### config.mk
export PLATFORM = sky130hd
export DESIGN_NAME = traffic_fsm
export DESIGN_NICKNAME = d
export VERILOG_FILES = /design/src/rtl/traffic_pkg.sv /design/src/rtl/tick_gen.sv /design/src/rtl/traffic_fsm.sv
export SDC_FILE = /design/constraint.sdc
export NUM_CORES = 1
export LEC_CHECK = 0
export CORE_MARGIN = 2
export CORE_UTILIZATION = 55
export DETAILED_ROUTE_END_ITERATION = 7
export PLACE_DENSITY = 0.84
export SLEW_MARGIN = 10
export SYNTH_ARGS = -nofsm -noshare
export SYNTH_HDL_FRONTEND = slang
export SYNTH_SLANG_ARGS = --single-unit
### constraint.sdc
create_clock -name clk -period 3.4 [get_ports clk]
set_input_delay 0.51 -clock clk [delete_from_list [all_inputs] [get_ports clk]]
set_output_delay 0.51 -clock clk [all_outputs]
set_load 0.02 [all_outputs]
### src/rtl/traffic_pkg.sv
`default_nettype none
// ---------------------------------------------------------------------------
// traffic_pkg : lamp codes, controller state encoding and output decode  | rev 1.0
// ---------------------------------------------------------------------------
package traffic_pkg;

   localparam logic [1:0] RED    = 2'b00;
   localparam logic [1:0] YELLOW = 2'b01;
   localparam logic [1:0] GREEN  = 2'b10;
   localparam logic [1:0] OFF    = 2'b11;

   typedef enum logic [3:0] {
      ST_A_GREEN  = 4'd0,
      ST_A_YELLOW = 4'd1,
      ST_ALL_RED_1 = 4'd2,
      ST_B_GREEN  = 4'd3,
      ST_B_YELLOW = 4'd4,
      ST_ALL_RED_2 = 4'd5,
      ST_PED_WALK = 4'd6,
      ST_PED_FLASH = 4'd7,
      ST_NIGHT_ON = 4'd8,
      ST_NIGHT_OFF = 4'd9
   } state_t;

   // Returns {light_a, light_b, ped_light}; odd_sec selects the flashing-walk phase.
   function automatic logic [5:0] lamp_decode(input state_t st, input logic odd_sec);
      logic [5:0] lamps;
      lamps = {RED, RED, RED};
      case (st)
         ST_A_GREEN:   lamps = {GREEN, RED, RED};
         ST_A_YELLOW:  lamps = {YELLOW, RED, RED};
         ST_B_GREEN:   lamps = {RED, GREEN, RED};
         ST_B_YELLOW:  lamps = {RED, YELLOW, RED};
         ST_PED_WALK:  lamps = {RED, RED, GREEN};
         ST_PED_FLASH: lamps = {RED, RED, (odd_sec ? OFF : GREEN)};
         ST_NIGHT_ON:  lamps = {YELLOW, YELLOW, OFF};
         ST_NIGHT_OFF: lamps = {OFF, OFF, OFF};
         default:      lamps = {RED, RED, RED};
      endcase
      return lamps;
   endfunction

endpackage
`default_nettype wire

### src/rtl/tick_gen.sv
`default_nettype none
// ---------------------------------------------------------------------------
// tick_gen : prescaler producing a 1-cycle pulse every TICKS_PER_SEC clocks  | rev 1.0
// ---------------------------------------------------------------------------
module tick_gen #(
   parameter int TICKS_PER_SEC = 50_000_000
) (
   input  logic clk_i,
   input  logic rst_i,
   input  logic clear_i,
   output logic sec_tick_o
);

   localparam int CW = $clog2(TICKS_PER_SEC);

   logic [CW-1:0] cnt_q;

   assign sec_tick_o = (cnt_q == CW'(TICKS_PER_SEC - 1));

   always_ff @(posedge clk_i) begin
      if (rst_i || clear_i || sec_tick_o) begin
         cnt_q <= '0;
      end else begin
         cnt_q <= cnt_q + CW'(1);
      end
   end

endmodule
`default_nettype wire

### src/rtl/traffic_fsm.sv
`default_nettype none
// ---------------------------------------------------------------------------
// traffic_fsm : A/B intersection controller with pedestrian phase and night flash  | rev 1.0
// ---------------------------------------------------------------------------
module traffic_fsm
   import traffic_pkg::*;
#(
   parameter int TICKS_PER_SEC = 50_000_000,
   parameter int T_GREEN       = 10,
   parameter int T_YELLOW      = 3,
   parameter int T_RED_CLEAR   = 1,
   parameter int T_PED         = 8,
   parameter int T_PED_FLASH   = 4,
   parameter int T_BLINK       = 1
) (
   input  logic       clk,
   input  logic       reset,
   input  logic       ped_req,
   input  logic       night_mode,
   output logic [1:0] light_a,
   output logic [1:0] light_b,
   output logic [1:0] ped_light,
   output logic       ped_waiting
);

   state_t     state_q, state_d;
   logic [7:0] sec_cnt_q, sec_cnt_d;
   logic       ped_waiting_q, ped_waiting_d;
   logic [5:0] lamps_q, lamps_d;
   logic [7:0] dwell;
   logic       sec_tick;
   logic       expire;

   tick_gen #(
      .TICKS_PER_SEC(TICKS_PER_SEC)
   ) u_tick_gen (
      .clk_i      (clk),
      .rst_i      (reset),
      .clear_i    (expire),
      .sec_tick_o (sec_tick)
   );

   always_comb begin
      dwell = 8'(T_RED_CLEAR);
      case (state_q)
         ST_A_GREEN, ST_B_GREEN:    dwell = 8'(T_GREEN);
         ST_A_YELLOW, ST_B_YELLOW:  dwell = 8'(T_YELLOW);
         ST_PED_WALK:               dwell = 8'(T_PED);
         ST_PED_FLASH:              dwell = 8'(T_PED_FLASH);
         ST_NIGHT_ON, ST_NIGHT_OFF: dwell = 8'(T_BLINK);
         default:                   dwell = 8'(T_RED_CLEAR);
      endcase

      expire = sec_tick && (sec_cnt_q == dwell - 8'd1);

      state_d = state_q;
      if (expire) begin
         case (state_q)
            ST_A_GREEN:   state_d = ST_A_YELLOW;
            ST_A_YELLOW:  state_d = ST_ALL_RED_1;
            ST_ALL_RED_1: state_d = night_mode ? ST_NIGHT_ON : ST_B_GREEN;
            ST_B_GREEN:   state_d = ST_B_YELLOW;
            ST_B_YELLOW:  state_d = ST_ALL_RED_2;
            // Night wins over a waiting pedestrian; the request is kept for later.
            ST_ALL_RED_2: state_d = night_mode    ? ST_NIGHT_ON :
                                    ped_waiting_q ? ST_PED_WALK : ST_A_GREEN;
            ST_PED_WALK:  state_d = ST_PED_FLASH;
            ST_PED_FLASH: state_d = ST_A_GREEN;
            ST_NIGHT_ON:  state_d = ST_NIGHT_OFF;
            ST_NIGHT_OFF: state_d = night_mode ? ST_NIGHT_ON : ST_ALL_RED_2;
            default:      state_d = ST_ALL_RED_2;
         endcase
      end

      if (expire) begin
         sec_cnt_d = 8'd0;
      end else if (sec_tick) begin
         sec_cnt_d = sec_cnt_q + 8'd1;
      end else begin
         sec_cnt_d = sec_cnt_q;
      end

      ped_waiting_d = ped_waiting_q;
      if (expire && (state_d == ST_PED_WALK)) begin
         ped_waiting_d = 1'b0;
      end else if (ped_req && (state_q != ST_PED_WALK) && (state_q != ST_PED_FLASH)) begin
         ped_waiting_d = 1'b1;
      end

      // Decoding the next state keeps outputs aligned with the state register.
      lamps_d = lamp_decode(state_d, sec_cnt_d[0]);
   end

   always_ff @(posedge clk) begin
      if (reset) begin
         state_q       <= ST_ALL_RED_2;
         sec_cnt_q     <= 8'd0;
         ped_waiting_q <= 1'b0;
         lamps_q       <= {RED, RED, RED};
      end else begin
         state_q       <= state_d;
         sec_cnt_q     <= sec_cnt_d;
         ped_waiting_q <= ped_waiting_d;
         lamps_q       <= lamps_d;
      end
   end

   assign light_a     = lamps_q[5:4];
   assign light_b     = lamps_q[3:2];
   assign ped_light   = lamps_q[1:0];
   assign ped_waiting = ped_waiting_q;

endmodule
`default_nettype wire

# Word level (Yosys, flattened, before mapping)
# Memories as Yosys holds them, arrays and structs flattened. A register that Yosys moved wholly into a read port is not among the register bits.
# Cells that the tools add are included.
# W data, S select, Z words.
# op_classes
addsub	3
eq_ne	19
muxes	11
reduce_logical	10
# op_table
operator	count
$pmux W6 S8	1
$pmux W4 S9	1
$add A26 B1 Y26 const B	1
$eq A26 B26 Y1 const B	1
$eq A4 B3 Y1 const B	6
$mux W4	5
$eq A4 B4 Y1 const B	4
$eq A4 B2 Y1 const B	3
$add A8 B1 Y8 const B	1
$eq A4 B1 Y1 const B	2
$eq A8 B8 Y1	1
$logic_not A4 Y1	2
$ne A4 B3 Y1 const B	2
$sub A8 B1 Y8 const B	1
$logic_and A1 B1 Y1	4
$reduce_or A2 Y1	2
$mux W1	3
$mux W3	1
$logic_or A1 B1 Y1	2
# word_totals
reg_bits	45
mem_bits_ro	64
inputBits	4
word_cells	50
memories	1
# memory_table
memory	depth	width	read_ports	rd_clocked_by_memory_dff	write_ports	line	text
(no name shown)	16	4	1	1	0	traffic_fsm.sv:45	case (state_q)

# Depth between registers and ports, before layout
# Gate-level depths: netlist (run 1).
# depth
word_depth	7
depth_mapped	13
mapped_depth_nobuf	12

# Modules after synthesis
# From an unflattened synthesis (run 1), not the netlist that was laid out.
# unflattened
cells_unflattened	279
hier_area_um2	2492.4
# by_module_without_submodules
module	instances	cells_per_inst	area_each_um2	seq_area_each_um2
tick_gen	1	142	1268.7	520.5
traffic_fsm	1	137	1223.7	460.4

# Least setup slack after synthesis (run 1)
# Ideal clock, no wire load.
# synth_timing
kind	register to register
start	register, netlist name dwell[2]
end	register, netlist name dwell[0]
t_arrival_ns	2.666
t_required_ns	3.273
path_slack_ns	0.607
path_stages_with_launch	13
cell_sequence	dfxtp_1 nor3_1 ha_1 xnor2_1 nor4_1 o311a_2 and2_4 buf_12 mux2i_4 nor2_1 ha_1 a21oi_1 or3_1
# synth_between
elab_chain_cells	5
# synth_lines
element	line	text
$sub A8 B1 Y8	traffic_fsm.sv:54	expire = sec_tick && (sec_cnt_q == dwell - 8'd1);
$eq A8 B8 Y1	traffic_fsm.sv:54	
$logic_and A1 B1 Y1	traffic_fsm.sv:54	
$mux W4	traffic_fsm.sv:57	if (expire) begin
$mux W4 (no source line)	-	
# No other way between the ends.
# A chain may end at the register's enable or synchronous reset.

# Final worst setup path (run 1)
# layout_timing
start	register, netlist name dwell[2]
end	register, netlist name dwell[0]
# layout_between
elab_chain_cells	5
# layout_lines
element	line
$sub A8 B1 Y8	traffic_fsm.sv:54
$eq A8 B8 Y1	traffic_fsm.sv:54
$logic_and A1 B1 Y1	traffic_fsm.sv:54
$mux W4	traffic_fsm.sv:57
$mux W4 (no source line)	-
# No other way between the ends.

==> flow_metrics.tcl, run 1 <==
set metrics [dict create \
    outcome "complete, no violations" \
    synth_edf_count 0 \
    total_leakage_power_nw 0.974 \
    slew_headroom 0.521 \
    die_area_mm2 0.00500 \
    ios 11 \
    cts_setup_buffers 0 \
    clkPwrFrac 0.401 \
    synth_warnings 0 \
    coreArea_mm2 0.00432 \
    start_util 0.566 \
    ys_seq_area_frac 0.401 \
    arrival_ns 3.27 \
    clk_pin_slew_ns 0.09 \
    worstPathRequired_ns 3.59 \
    clk_latency_ns 0.30 \
    max-cap-violations 0 \
    drtIter0Drc 119 \
    yosysTopAreaCellShare 0.401 \
    tightest_slew_ns 0.717 \
    synth_top_family_by_area "simple AND/OR/NAND/NOR gates" \
    worstRegToRegCells 11 \
    cts_root_buf "clkbuf_8" \
    synth_compound_area_frac 0.0904 \
    cts_buffers 5 \
    max_stage_delay_ns 0.37 \
    cts_tree "done" \
    antenna_found_initial 0 \
    cts_resized 0 \
    hold_ws_ns 0.485 \
    routed_via_density 5.78 \
    grt_max_degree 24 \
    cts_buffer_depth 2 \
    synth_mux_area_frac 0.0342 \
    startpoint_type "flip-flop" \
    drc 0 \
    place_congestion 0.877 \
    wl_um 4510 \
    synth.avg_cell_area_um2 8.94 \
    final_nets 292 \
    setup_viol 0 \
    ff_latch_area_um2 981 \
    p_sw_uw 210 \
    worstSetupPathDepth 11 \
    diodes 0 \
    skew_ns 0.00926 \
    yosys.area.top_type "dfxtp_1" \
    crit_buf_inv 0 \
    hold_viol 0 \
    hold_path.class "reg -> reg" \
    htreeDepth 2 \
    grt_pass1_vias 1741 \
    fmax_mhz 325 \
    syn_to_final_growth_pct 9.20 \
    power_frac_comb 0.029 \
    crit_chain "nor3_1 > ha_1 > xnor2_1 > nor4_1 > o311a_2 > and2_4 > mux2i_4 > nor2_1 > ha_1 > a21oi_1 > or3_1" \
    synth-simple-area-share 0.286 \
    first_pass_iters 4 \
    row_count 24 \
    syn_inst 274 \
    cts-hold-fix-buffers 0 \
    die_x_um 70.7 \
    final.period_utilization 0.905 \
    synth_ff_type "dfxtp_1" \
    overflow 0 \
    path_delay_family "simple AND/OR/NAND/NOR gates" \
    yosys-top-cells-count "dfxtp_1, nor2_1, nand2_1" \
    rsz0062_at_grt "false" \
    synthXorXnorAreaFrac 0.125 \
    endpoint_kind "flip-flop" \
    cpMaxStageDelayCell "dfxtp_1" \
    place_area_mm2 0.00256 \
    tns_ns 0 \
    ys_ff_latch 49 \
    final_max_slew_viol_count 0 \
    synth_cell_type_count 53 \
    final_util 0.618 \
    die_h_um 70.7 \
    power.total_mw 1.02 \
    routedWlPerCell_um 13.4 \
    path_class "reg -> reg" \
    clock-sinks 49 \
    portBuffers 10 \
    power.internal_uw 810 \
    fillers 359 \
    synth.net_count 283 \
    switching_share 0.206 \
    min_path_cells 1 \
    dp_hpwl_um 3210 \
    cp_max_fo 12 \
    synthTopCellsByArea "dfxtp_1, xor2_1, nor2_1" \
    grt_pass1_wl_um 7810 \
    netlist_area_mm2 0.00245 \
    stdcell_area_mm2 0.00267 \
    crit_top_cell "ha_1" \
    track_usage 0.193 \
    p_per_area_mw_per_mm2 381 \
    multi_input_area_mm2 0.00138 \
    pwr-share-seq 0.570 \
    peakVddDrop_mv 0.350 \
    layout_min_cycle_time_ns 3.08 \
    yosys.area_share.adder 0.0255 \
    drtAntennaViolNets 0 \
    async_flop_share 0 \
    yosysMostFrequentCell "dfxtp_1" \
    routed-via-count 1941 \
    drive_above_1_share 0.0810 \
    r2r_slack_ns 0.32 \
]
==> final cells by class <==
class	instances	area share
repair buffers	11	0.0402
flip-flops and latches	49	0.367
multi-input cells	207	0.514
clock inverters	2	0.0145
well taps	52	0.0243
inverters	9	0.0126
clock buffers	6	0.0271
==> power by group through the flow <==
stage	Clock (mW)	Sequential, mW	Combinational (mW)
floorplan	0	0.594	0.0175
finish	0.409	0.581	0.0292
global placement	0	0.594	0.0287
CTS	0.421	0.581	0.0294
detailed placement	0	0.594	0.0292
global route	0.444	0.582	0.0323
==> path summary, 6_finish.rpt <==
kind | start | endpoint
worst max-delay path | dwell[2]$_SDFF_PP0_ | dwell[0]$_SDFF_PP1_
worst max register to register | dwell[2]$_SDFF_PP0_ | dwell[0]$_SDFF_PP1_
worst min-delay path | u_tick_gen.cnt_q[0]$_SDFF_PP0_ | u_tick_gen.cnt_q[0]$_SDFF_PP0_
worst min register to register | u_tick_gen.cnt_q[0]$_SDFF_PP0_ | u_tick_gen.cnt_q[0]$_SDFF_PP0_
==> per-layer routing <==
metal,vias to the layer above,share of wire,track usage
met5,-,0,0
met3,5,0.037,0.0442
met4,0,0.014,0.0713
li1,985,-,-
met2,35,0.47,0.302
met1,916,0.48,0.263
==> cells by family (layout without fill, tap and decap cells) <==
kind of cell,after synthesis,in the layout
and+or+nand+nor,130,130
DFF,49,49
xor gates and xnor gates,35,35
AOI/OAI and AO/OA,31,31
buffers and inverters,18,28
muxes,6,6
adders and majority gates,5,5
==> placed cells by master, fill, tap and decap left out, types with 2 or more instances in the layout <==
master           instances
and3_1                   7
nand4_1                  9
a32o_1                   2
dfxtp_1                 49
a21oi_1                 10
o22ai_1                  3
o21ai_0                  6
clkdlybuf4s50_1         10
and4_1                   3
xnor2_1                 13
nor4_1                   3
nor3_1                  13
nor4b_2                  2
ha_1                     5
nand3b_1                 3
or3_1                    4
nand3_1                 12
inv_1                    8
nor2_1                  37
clkbuf_8                 5
nor3b_1                  2
mux2_2                   2
nand2_1                 23
nand2b_1                 2
xor2_1                  22
==> worst register-to-register path, stage by stage, from the launching register on <==
cell and delay (ns):
dfxtp_1 0.37, nor3_1 0.21, ha_1 0.28, xnor2_1 0.14, nor4_1 0.30, o311a_2 0.30, and2_4 0.28, mux2i_4 0.35
nor2_1 0.07, ha_1 0.29, a21oi_1 0.06, or3_1 0.31
==> through the flow <==
step	cells	setup slack, ns
3_3_place_gp	328	0.524
4_1_cts	336	0.324
2_1_floorplan	274	0.607
3_5_place_dp	328	0.337
5_1_grt	336	0.151
6_report	336	0.324
==> sequential cells by signal, indices dropped and copies added, names as in the netlist <==
name              cells
lamps_q               6
state_q               4
ped_waiting           1
dwell                 4
u_tick_gen.cnt_q     26
sec_cnt_q             8
No activity file was read; power rests on OpenSTA's default activity.
==> run 2: changes to the inputs <==
CORE_UTILIZATION = 59   (was 55)
CTS_CLUSTER_SIZE = 40   (was not set)
PLACE_DENSITY = 0.88   (was 0.84)
SETUP_SLACK_MARGIN = 0.05   (was not set)
==> flow_metrics.tcl, run 2 (same netlist as run 1, synthesis figures left out) <==
set metrics [dict create \
    hold_viol 0 \
    slew_headroom 0.522 \
    start_util 0.612 \
    cts-hold-fix-buffers 0 \
    routed-via-count 1942 \
    tns_ns 0 \
    die_x_um 68.4 \
    reg_top3 "u_tick_gen.cnt_q (26), sec_cnt_q (8), lamps_q (6)" \
    drtIter0Drc 132 \
    switching_share 0.210 \
    grt_pass1_wl_um 7940 \
    clkPwrFrac 0.405 \
    dp_hpwl_um 3410 \
    cts_tree "done" \
    p_per_area_mw_per_mm2 384 \
    power.total_mw 1.03 \
    startpoint_type "flip-flop" \
    die_area_mm2 0.00468 \
    cp_max_fo 12 \
    place_congestion 0.860 \
    fmax_mhz 322 \
    clk_pin_slew_ns 0.09 \
    track_usage 0.231 \
    final_common_cell "dfxtp_1" \
    portBuffers 10 \
    layout_min_cycle_time_ns 3.10 \
    htreeDepth 2 \
    skew_ns 0.00866 \
    pwr-share-seq 0.567 \
    wl_um 4810 \
    endpoint_kind "flip-flop" \
    max-cap-violations 0 \
    p_sw_uw 215 \
    cts_root_buf "clkbuf_8" \
    worstPathRequired_ns 3.59 \
    final.period_utilization 0.913 \
    drc 0 \
    drive_above_1_share 0.0810 \
    overflow 0 \
    total_leakage_power_nw 0.974 \
    tightest_slew_ns 0.716 \
    drtAntennaViolNets 0 \
    largest-register "u_tick_gen.cnt_q" \
    die_h_um 68.4 \
    power.internal_uw 810 \
    power_frac_comb 0.029 \
    row_count 23 \
    layout.cells.most_common_list "dfxtp_1, nor2_1, nand2_1" \
    grt_pass1_vias 1792 \
    antenna_found_initial 0 \
    cts_buffer_depth 2 \
    ios 11 \
    hold_path.class "reg -> reg" \
    peakVddDrop_mv 0.272 \
    final_util 0.668 \
    routedWlPerCell_um 14.4 \
    grt_max_degree 24 \
    arrival_ns 3.30 \
    outcome "complete, no violations" \
    clk_latency_ns 0.31 \
    setup_viol 0 \
    coreArea_mm2 0.00400 \
    largest_register_ffs 26 \
    final_nets 292 \
    cts_buffers 5 \
    final_max_slew_viol_count 0 \
    cts_resized 0 \
    syn_to_final_growth_pct 9.10 \
    diodes 0 \
    cts_setup_buffers 0 \
    path_class "reg -> reg" \
    clock-sinks 49 \
    rsz0062_at_grt "false" \
    routed_via_density 5.81 \
    first_pass_iters 5 \
]
[run 2: per-stage QoR]
step / worst slack (ns) / hold slack (ns) / std cells / cell area (um^2)
floorplan: 0.607 / 0.430 / 274 / 2450
global placement: 0.509 / 0.451 / 326 / 2560
detailed placement: 0.364 / 0.471 / 326 / 2560
CTS: 0.346 / 0.491 / 334 / 2670
global route: 0.155 / 0.510 / 334 / 2670
finish: 0.297 / 0.482 / 334 / 2670
[run 2: worst max-delay path: stages, from the launching register on]
cell	delay, ns
dfxtp_1	0.36
nor3_1	0.23
ha_1	0.27
xnor2_1	0.13
nor4_1	0.29
o311a_2	0.30
and2_4	0.28
mux2i_4	0.36
nor2_1	0.08
ha_1	0.31
a21oi_1	0.06
or3_1	0.32
[run 2: worst paths after layout]
path	start	endpoint	slack [ns]	cells after the start
hold / removal	u_tick_gen.cnt_q[0]$_SDFF_PP0_	u_tick_gen.cnt_q[0]$_SDFF_PP0_	0.48	1
hold reg to reg	u_tick_gen.cnt_q[0]$_SDFF_PP0_	u_tick_gen.cnt_q[0]$_SDFF_PP0_	0.48	1
setup / recovery	dwell[0]$_SDFF_PP1_	dwell[0]$_SDFF_PP1_	0.30	11
setup reg to reg	dwell[0]$_SDFF_PP1_	dwell[0]$_SDFF_PP1_	0.30	11
[run 2: final cells by class]
cell class                      count  area (um^2)
Multi-Input combinational cell    207         1380
Fill cell                         315         1330
Sequential cell                    49          981
Timing Repair Buffer               11          108
Clock buffer                        6         72.6
Tap cell                           50         62.6
Clock inverter                      2         38.8
Inverter                            9         33.8
[run 2: metal layers]
metal | track usage | routed length (um) | vias up
met1 | 0.290 | 2110 | 900
met2 | 0.374 | 2360 | 52
met3 | 0.0592 | 233 | 13
li1 | - | - | 977
met4 | 0.0925 | 101 | 0
met5 | 0 | 0 | -
[run 2: power groups by stage]
stage / registers (mW) / clock network, mW / logic, mW
after global routing: 0.582 / 0.441 / 0.0328
after detailed placement: 0.594 / 0 / 0.0295
after CTS: 0.581 / 0.422 / 0.0296
final: 0.581 / 0.415 / 0.0292
after global placement: 0.594 / 0 / 0.0287
after floorplan: 0.594 / 0 / 0.0175
